===== src/rtl/stage_mem.sv =====
// MIPS MEM stage: drives a request/ack data bus for loads and stores, formats
// load data (byte/half/word, sign/zero extend), passes ALU results through for
// non-memory ops, and stalls the front of the pipe while an access is in flight.
module stage_mem #(
    parameter int TIMEOUT_CYCLES = 16,
    parameter bit BIG_ENDIAN     = 1'b1
) (
    input  logic        clock,
    input  logic        reset,
    input  logic [3:0]  ex_memory_operation,
    input  logic [31:0] ex_memory_address,
    input  logic [31:0] ex_memory_store_data,
    input  logic        ex_register_write_enable,
    input  logic [4:0]  ex_register_write_address,
    input  logic [31:0] ex_register_write_data,
    output logic        mem_register_write_enable,
    output logic [4:0]  mem_register_write_address,
    output logic [31:0] mem_register_write_data,
    output logic        stall_request,
    output logic        bus_request,
    output logic        bus_write,
    output logic [31:0] bus_address,
    output logic [3:0]  bus_byte_select,
    output logic [31:0] bus_write_data,
    input  logic        bus_ack,
    input  logic [31:0] bus_read_data,
    output logic        address_error,
    output logic        bus_error
);
    localparam int CW = $clog2(TIMEOUT_CYCLES + 1);

    localparam logic [3:0] OP_LB  = 4'd1;
    localparam logic [3:0] OP_LBU = 4'd2;
    localparam logic [3:0] OP_LH  = 4'd3;
    localparam logic [3:0] OP_LHU = 4'd4;
    localparam logic [3:0] OP_LW  = 4'd5;
    localparam logic [3:0] OP_SB  = 4'd6;
    localparam logic [3:0] OP_SH  = 4'd7;
    localparam logic [3:0] OP_SW  = 4'd8;

    typedef enum logic [1:0] {IDLE, ACCESS, DONE} state_t;

    state_t      state, state_next;
    logic        is_load, is_store, is_mem, misaligned, start;
    logic [1:0]  byte_lane;
    logic        half_lane;
    logic [3:0]  sel_next;
    logic [31:0] wdata_next;
    logic [CW-1:0] count;
    logic [31:0] read_word;
    logic        aborted;
    logic [3:0]  op_q;
    logic [1:0]  addr_lo_q;
    logic [1:0]  rd_byte_lane;
    logic        rd_half_lane;
    logic [7:0]  rd_byte;
    logic [15:0] rd_half;
    logic [31:0] load_value;

    // Lane 3 is bits 31:24; big-endian maps offset 0 onto the top lane.
    assign byte_lane    = BIG_ENDIAN ? ~ex_memory_address[1:0] : ex_memory_address[1:0];
    assign half_lane    = BIG_ENDIAN ? ~ex_memory_address[1] : ex_memory_address[1];
    assign rd_byte_lane = BIG_ENDIAN ? ~addr_lo_q : addr_lo_q;
    assign rd_half_lane = BIG_ENDIAN ? ~addr_lo_q[1] : addr_lo_q[1];

    // Decode the incoming op: class, alignment, lane enables and replicated store data.
    always_comb begin
        is_load    = (ex_memory_operation >= OP_LB) && (ex_memory_operation <= OP_LW);
        is_store   = (ex_memory_operation >= OP_SB) && (ex_memory_operation <= OP_SW);
        misaligned = 1'b0;
        sel_next   = 4'b1111;
        wdata_next = ex_memory_store_data;
        case (ex_memory_operation)
            OP_LB, OP_LBU, OP_SB: begin
                sel_next   = 4'b0001 << byte_lane;
                wdata_next = {4{ex_memory_store_data[7:0]}};
            end
            OP_LH, OP_LHU, OP_SH: begin
                misaligned = ex_memory_address[0];
                sel_next   = half_lane ? 4'b1100 : 4'b0011;
                wdata_next = {2{ex_memory_store_data[15:0]}};
            end
            OP_LW, OP_SW: misaligned = |ex_memory_address[1:0];
            default: ;
        endcase
        is_mem = is_load || is_store;
    end

    assign start = (state == IDLE) && is_mem && !misaligned;

    // Extract and extend the captured word for the latched load type.
    always_comb begin
        case (rd_byte_lane)
            2'd0:    rd_byte = read_word[7:0];
            2'd1:    rd_byte = read_word[15:8];
            2'd2:    rd_byte = read_word[23:16];
            default: rd_byte = read_word[31:24];
        endcase
        rd_half = rd_half_lane ? read_word[31:16] : read_word[15:0];
        case (op_q)
            OP_LB:   load_value = {{24{rd_byte[7]}}, rd_byte};
            OP_LBU:  load_value = {24'd0, rd_byte};
            OP_LH:   load_value = {{16{rd_half[15]}}, rd_half};
            OP_LHU:  load_value = {16'd0, rd_half};
            default: load_value = read_word;
        endcase
    end

    // State register.
    always_ff @(posedge clock or negedge reset) begin
        if (!reset) state <= IDLE;
        else        state <= state_next;
    end

    // Next state and combinational pipeline outputs.
    always_comb begin
        state_next                 = state;
        stall_request              = 1'b0;
        address_error              = 1'b0;
        mem_register_write_enable  = 1'b0;
        mem_register_write_address = ex_register_write_address;
        mem_register_write_data    = ex_register_write_data;
        case (state)
            IDLE: begin
                if (is_mem && misaligned) begin
                    address_error = 1'b1;
                end else if (is_mem) begin
                    stall_request = 1'b1;
                    state_next    = ACCESS;
                end else begin
                    mem_register_write_enable = ex_register_write_enable;
                end
            end
            ACCESS: begin
                stall_request = 1'b1;
                if (bus_ack || (count == CW'(TIMEOUT_CYCLES - 1))) state_next = DONE;
            end
            DONE: begin
                state_next = IDLE;
                if (op_q >= OP_LB && op_q <= OP_LW) begin
                    mem_register_write_enable = ex_register_write_enable && !aborted;
                    mem_register_write_data   = load_value;
                end
            end
            default: state_next = IDLE;
        endcase
        if (!reset) begin
            state_next                 = IDLE;
            stall_request              = 1'b0;
            address_error              = 1'b0;
            mem_register_write_enable  = 1'b0;
            mem_register_write_address = 5'd0;
            mem_register_write_data    = 32'd0;
        end
    end

    // Bus registers, timeout counter, read capture and abort tracking.
    always_ff @(posedge clock or negedge reset) begin
        if (!reset) begin
            bus_request     <= 1'b0;
            bus_write       <= 1'b0;
            bus_address     <= 32'd0;
            bus_byte_select <= 4'd0;
            bus_write_data  <= 32'd0;
            bus_error       <= 1'b0;
            count           <= '0;
            read_word       <= 32'd0;
            aborted         <= 1'b0;
            op_q            <= 4'd0;
            addr_lo_q       <= 2'd0;
        end else begin
            bus_error <= 1'b0;
            if (start) begin
                bus_request     <= 1'b1;
                bus_write       <= is_store;
                bus_address     <= {ex_memory_address[31:2], 2'b00};
                bus_byte_select <= sel_next;
                bus_write_data  <= wdata_next;
                count           <= '0;
                aborted         <= 1'b0;
                op_q            <= ex_memory_operation;
                addr_lo_q       <= ex_memory_address[1:0];
            end else if (state == ACCESS) begin
                if (bus_ack) begin
                    bus_request <= 1'b0;
                    read_word   <= bus_read_data;
                end else if (count == CW'(TIMEOUT_CYCLES - 1)) begin
                    bus_request <= 1'b0;
                    bus_error   <= 1'b1;
                    aborted     <= 1'b1;
                end else begin
                    count <= count + CW'(1);
                end
            end
        end
    end
endmodule

===== config.mk =====
export PLATFORM = sky130hd
export DESIGN_NAME = stage_mem
export DESIGN_NICKNAME = d
export VERILOG_FILES = /design/src/rtl/stage_mem.sv
export SDC_FILE = /design/constraint.sdc
export NUM_CORES = 1
export LEC_CHECK = 0
export ABC_AREA = 1
export CAP_MARGIN = 10
export CORE_AREA = 2 2 136 138
export CTS_CLUSTER_SIZE = 12
export DETAILED_ROUTE_END_ITERATION = 16
export DIE_AREA = 0 0 138 140
export PLACE_DENSITY = 0.69
export SYNTH_ARGS = -nofsm -noshare
export SYNTH_HDL_FRONTEND = slang
export SYNTH_SLANG_ARGS = --single-unit
export TNS_END_PERCENT = 5

===== constraint.sdc =====
create_clock -name clock -period 2.5 [get_ports clock]
set_input_delay 0.5 -clock clock [delete_from_list [all_inputs] [get_ports clock]]
set_output_delay 0.5 -clock clock [all_outputs]
set_load 0.02 [all_outputs]

==> summary by stage <==
Synth
Yosys mapped a number of flops with a built-in enable equal to 0. The library cell with the largest summed area after synthesis is sky130_fd_sc_hd__dfrtp_1. After synthesis, the netlist uses 34 different library cells.

A synthesized cell averages around 7.5 um^2. The synthesized design contains about 120 register bits. Ranked by instance count, the synthesized netlist is headed by 299 x sky130_fd_sc_hd__nand2_1, 115 x sky130_fd_sc_hd__dfrtp_1, 96 x sky130_fd_sc_hd__a21oi_1, 80 x sky130_fd_sc_hd__o21ai_0, 56 x sky130_fd_sc_hd__inv_1. The share of synthesized area in the top cell type comes to 0.4672.

The dominant synthesized flop cell is sky130_fd_sc_hd__dfrtp_1. The post-synthesis instance total is ~830. The portion of the post-synthesis area used by sequential elements is 0.4672. The library cell with the highest instance count after synthesis is sky130_fd_sc_hd__nand2_1. By area the synthesized netlist is led by sky130_fd_sc_hd__dfrtp_1 47%, sky130_fd_sc_hd__nand2_1 18%, sky130_fd_sc_hd__a21oi_1 7.8%. The count of synthesis-stage warnings from yosys is 0. The post-synthesis async set-or-reset flop share is 1.000. The cell area that synthesis handed to floorplanning was between 6000 and 7000 um^2.

CTS
The maximum number of buffers from clock root to sink is 2. The clock reaches the later pin of the worst-skew pair after 0.42 ns. The TritonCTS clock tree is yes. The hold-fix buffer count after cts is 0.

The clock tree synthesis step divided the H-tree into 4 levels. The root buffer cell chosen for the clock tree is sky130_fd_sc_hd__clkbuf_16. The number of clock buffers added by TritonCTS is 17. The clock slew seen by the registers of the worst setup and hold paths is approximately 0.06 ns.

Counting every sink on the clock net gives 115.

Finish
The sequential cells in the finished layout cover a total of approximately 2900 um^2. Compared with the post-synthesis result, the final layout area differs by 61.51%. The ratio of cells with drive above 1 in the final layout is 0.1923. After the last flow step, the layout net total stands at approximately 1200. Counting the fill cells in the layout gives between 1500 and 2000. The area taken by multi-input logic gates is between 2000 and 3000 um^2.

Worst setup path
The setup slack of the most critical reg-to-reg path is roughly 0.6 ns. In this run the worst setup path begins at op_q[1]. The worst setup path is launched from a flip-flop. The longest individual stage delay on the worst path is about 0.44 ns. Of all nets on the critical path, the largest fanout is 16. The endpoint of the worst-slack reg-to-reg timing path is count[3]. The slowest stage of the critical path belongs to the cell sky130_fd_sc_hd__dfrtp_2. The required arrival time at the worst endpoint is 2.00 ns. The path depth of the worst reg2reg path is 9. The critical path start-end classification is flip-flop to primary output. The reg-to-reg startpoint is count[0]. The signal on the critical path passes through nor2_1, nand2_2, nand2_2, inv_1, buf_12, buf_4, nand2_1, nand2_1, a21oi_2, buf_4. STA classifies the critical path endpoint as a primary output.

In this run the worst setup path terminates at mem_register_write_data[15]. The data arrival time of the critical path is ~2 ns.

Place
The weighted congestion reported at the end of routability-driven placement is between 0.8 and 0.9. Once detailed placement completed, the half-perimeter wirelength came to roughly 15000 um. At the placement stage, the worst setup path has a slack of -0.4931 ns. During placement, the flow inserted port buffers numbering between 200 and 250.

Floorplanning
The core region is approximately 18000 um^2. In this run the horizontal extent of the chip is between 100 and 150 um. The I/O pin count is 252. From bottom edge to top edge, the die measures 140 um. The floorplan step defined a die boundary enclosing a little under 20000 um^2.

The floorplan has 49 rows. The starting utilization of the core area is 0.3464.

Global routing
The via count of the first global-routing pass came to about 6300. The total global-route track usage is 0.2085. The first-pass GRT wire length is between 30000 and 40000 um.

Entering global routing, the biggest net connects 96 pins. After global routing the overflow that remains totals 0. The number of antenna violations at the first check in global routing is 1.

Routing
In the routed design, unresolved DRC markers number 0. The number of optimization iterations in the first detailed-route pass is 5. The post-detailed-route count of antenna-violating nets is 0. Dividing the detail-routed wire length by the instance count gives around 15 um. After detailed routing, the number of vias per cell comes to around 4.8. The routed layout has approximately 6400 vias.

The number of design-rule violations left by the first detailed-router iteration is approximately 290. The sum of routed wire length over all layers is between 20000 and 25000 um.

Run
Across the run, the number of max-cap violations was 0.

Timing
Setup violations remaining at the end of the flow were counted as 0. The worst setup slack after layout is around 0.005 ns. For the pin with the worst max-slew slack, the measured transition is 0.6657 ns. Setup repair after global routing could not meet its margin everywhere. Across all hold checks on the routed design, the worst slack comes to between 0.15 and 0.2 ns. Timing would allow up to roughly 400 MHz.

The normalized max-slew margin is 0.5562. The shortest clock period the worst path allows after layout is between 2 and 2.5 ns. On the final layout, the worst clock skew is around 0.013 ns. Of the available clock period, the critical path in the final layout requires 0.9980.

The total negative setup slack is 0 ns. The final-report hold violation count is 0. The final max-slew violation count came to 0.

Min path
The min-delay analysis places its worst path in the category primary input to asynchronous set/reset pin.

Run status
The run finished with clean final reports.

Power
The standby leakage power is roughly 4.8 nW. The worst-case vdd ir drop is 0.6161 mV. The power per cell area is just over 1000 nW/um^2.
==> layout make-up <==
| class | count | area share |
|---|---|---|
| repair buffers | 305 | 0.3010 |
| diodes | 1 | 0.0002515 |
| inverters | 63 | 0.02377 |
| clock inverters | 13 | 0.01748 |
| well taps | 229 | 0.02880 |
| flip-flops and latches | 115 | 0.2896 |
| clock buffers | 19 | 0.04553 |
| multi-input cells | 603 | 0.2935 |
==> cells in the final DEF (no fill, tap or decap), types with 3 or more instances in the layout <==
master | Yosys | routed
sky130_fd_sc_hd__inv_6 | 0 | 3
sky130_fd_sc_hd__o21ai_0 | 80 | 67
sky130_fd_sc_hd__clkdlybuf4s50_1 | 0 | 210
sky130_fd_sc_hd__nor2_2 | 2 | 6
sky130_fd_sc_hd__nand2_1 | 299 | 290
sky130_fd_sc_hd__a21oi_2 | 1 | 23
sky130_fd_sc_hd__dfrtp_1 | 115 | 112
sky130_fd_sc_hd__nand4_1 | 4 | 4
sky130_fd_sc_hd__nand2_2 | 2 | 10
sky130_fd_sc_hd__inv_2 | 6 | 11
sky130_fd_sc_hd__inv_1 | 56 | 51
sky130_fd_sc_hd__buf_12 | 0 | 8
sky130_fd_sc_hd__nor2_1 | 41 | 36
sky130_fd_sc_hd__nand3_1 | 10 | 9
sky130_fd_sc_hd__or2_2 | 16 | 16
sky130_fd_sc_hd__buf_6 | 8 | 8
sky130_fd_sc_hd__clkinvlp_4 | 0 | 3
sky130_fd_sc_hd__clkbuf_16 | 0 | 19
sky130_fd_sc_hd__clkinv_4 | 0 | 4
sky130_fd_sc_hd__dfrtp_2 | 0 | 3
sky130_fd_sc_hd__a21oi_1 | 96 | 74
sky130_fd_sc_hd__xor2_1 | 3 | 3
sky130_fd_sc_hd__bufinv_16 | 0 | 3
sky130_fd_sc_hd__o22ai_1 | 8 | 8
sky130_fd_sc_hd__mux2_2 | 15 | 15
sky130_fd_sc_hd__buf_4 | 3 | 70
sky130_fd_sc_hd__o21ai_1 | 13 | 25
==> worst max-delay path: cells and delay by family (launching register included) <==
kind            cells  cell delay, ns
flops               1            0.44
compound gates      1            0.13
simple gates        5            0.47
buf+inv             4            0.53
==> worst min path at each step <==
| stage | start | endpoint | slack, ns | cells past startpoint |
|---|---|---|---|---|
| 3_3_place_gp | bus_address[15] | bus_address[15] | 0.45 | 2 |
| 6_report | reset | count[0] | 0.19 | 2 |
| 5_1_grt | reset | count[0] | 0.20 | 2 |
| 4_1_cts | reset | count[0] | 0.17 | 2 |
| 3_5_place_dp | bus_address[26] | bus_address[26] | 0.46 | 2 |
| 2_1_floorplan | reset | aborted | 0.20 | 0 |
==> timing repair <==
item,CTS,global route
resized for setup,152,89
setup buffers,0,2
pin swaps,1,9
setup endpoints to repair,35,105
gates cloned,0,2
==> state kept, by name, indices dropped and copies added (netlist names) <==
name,cells
bus_request,1
addr_lo_q,2
aborted,1
count,5
bus_write_data,32
state,2
op_q,4
read_word,32
bus_error,1
bus_address,30
bus_write,1
bus_byte_select,4
==> power by group <==
group	internal [W]	switching (W)
Sequential	0.00256	0.000443
Combinational	0.00217	0.00258
Clock	0.00164	0.000946
Total	0.00636	0.00397
==> layer usage <==
metal | vias to the layer above | share of wire | track usage
met3 | 18 | 0.10 | 0.08855
met1 | 2926 | 0.41 | 0.2456
li1 | 3210 | - | -
met4 | 0 | 0.011 | 0.05961
met5 | - | 0 | 0
met2 | 260 | 0.48 | 0.3494
==> cells by family after synthesis <==
family | share of synthesized area
simple gates | 0.2468
compound gates | 0.1682
flops | 0.4672
buf+inv | 0.08145
mux | 0.02742
xor+xnor | 0.004266
fa+ha+maj | 0.004062
other cells | 0.0006088
==> stage by stage <==
| stage | power [W] | cells | util | instance area [um^2] |
|---|---|---|---|---|
| 6_report | 0.01033 | 1348 | 0.5595 | 9948 |
| 4_1_cts | 0.01016 | 1343 | 0.5443 | 9678 |
| 5_1_grt | 0.01101 | 1347 | 0.5594 | 9946 |
| 2_1_floorplan | 0.005411 | 827 | - | 6163 |
| 3_5_place_dp | 0.007520 | 1311 | 0.5156 | 9166 |
| 3_3_place_gp | 0.007471 | 1311 | 0.5156 | 9166 |
(Power assumes the default switching activity.)
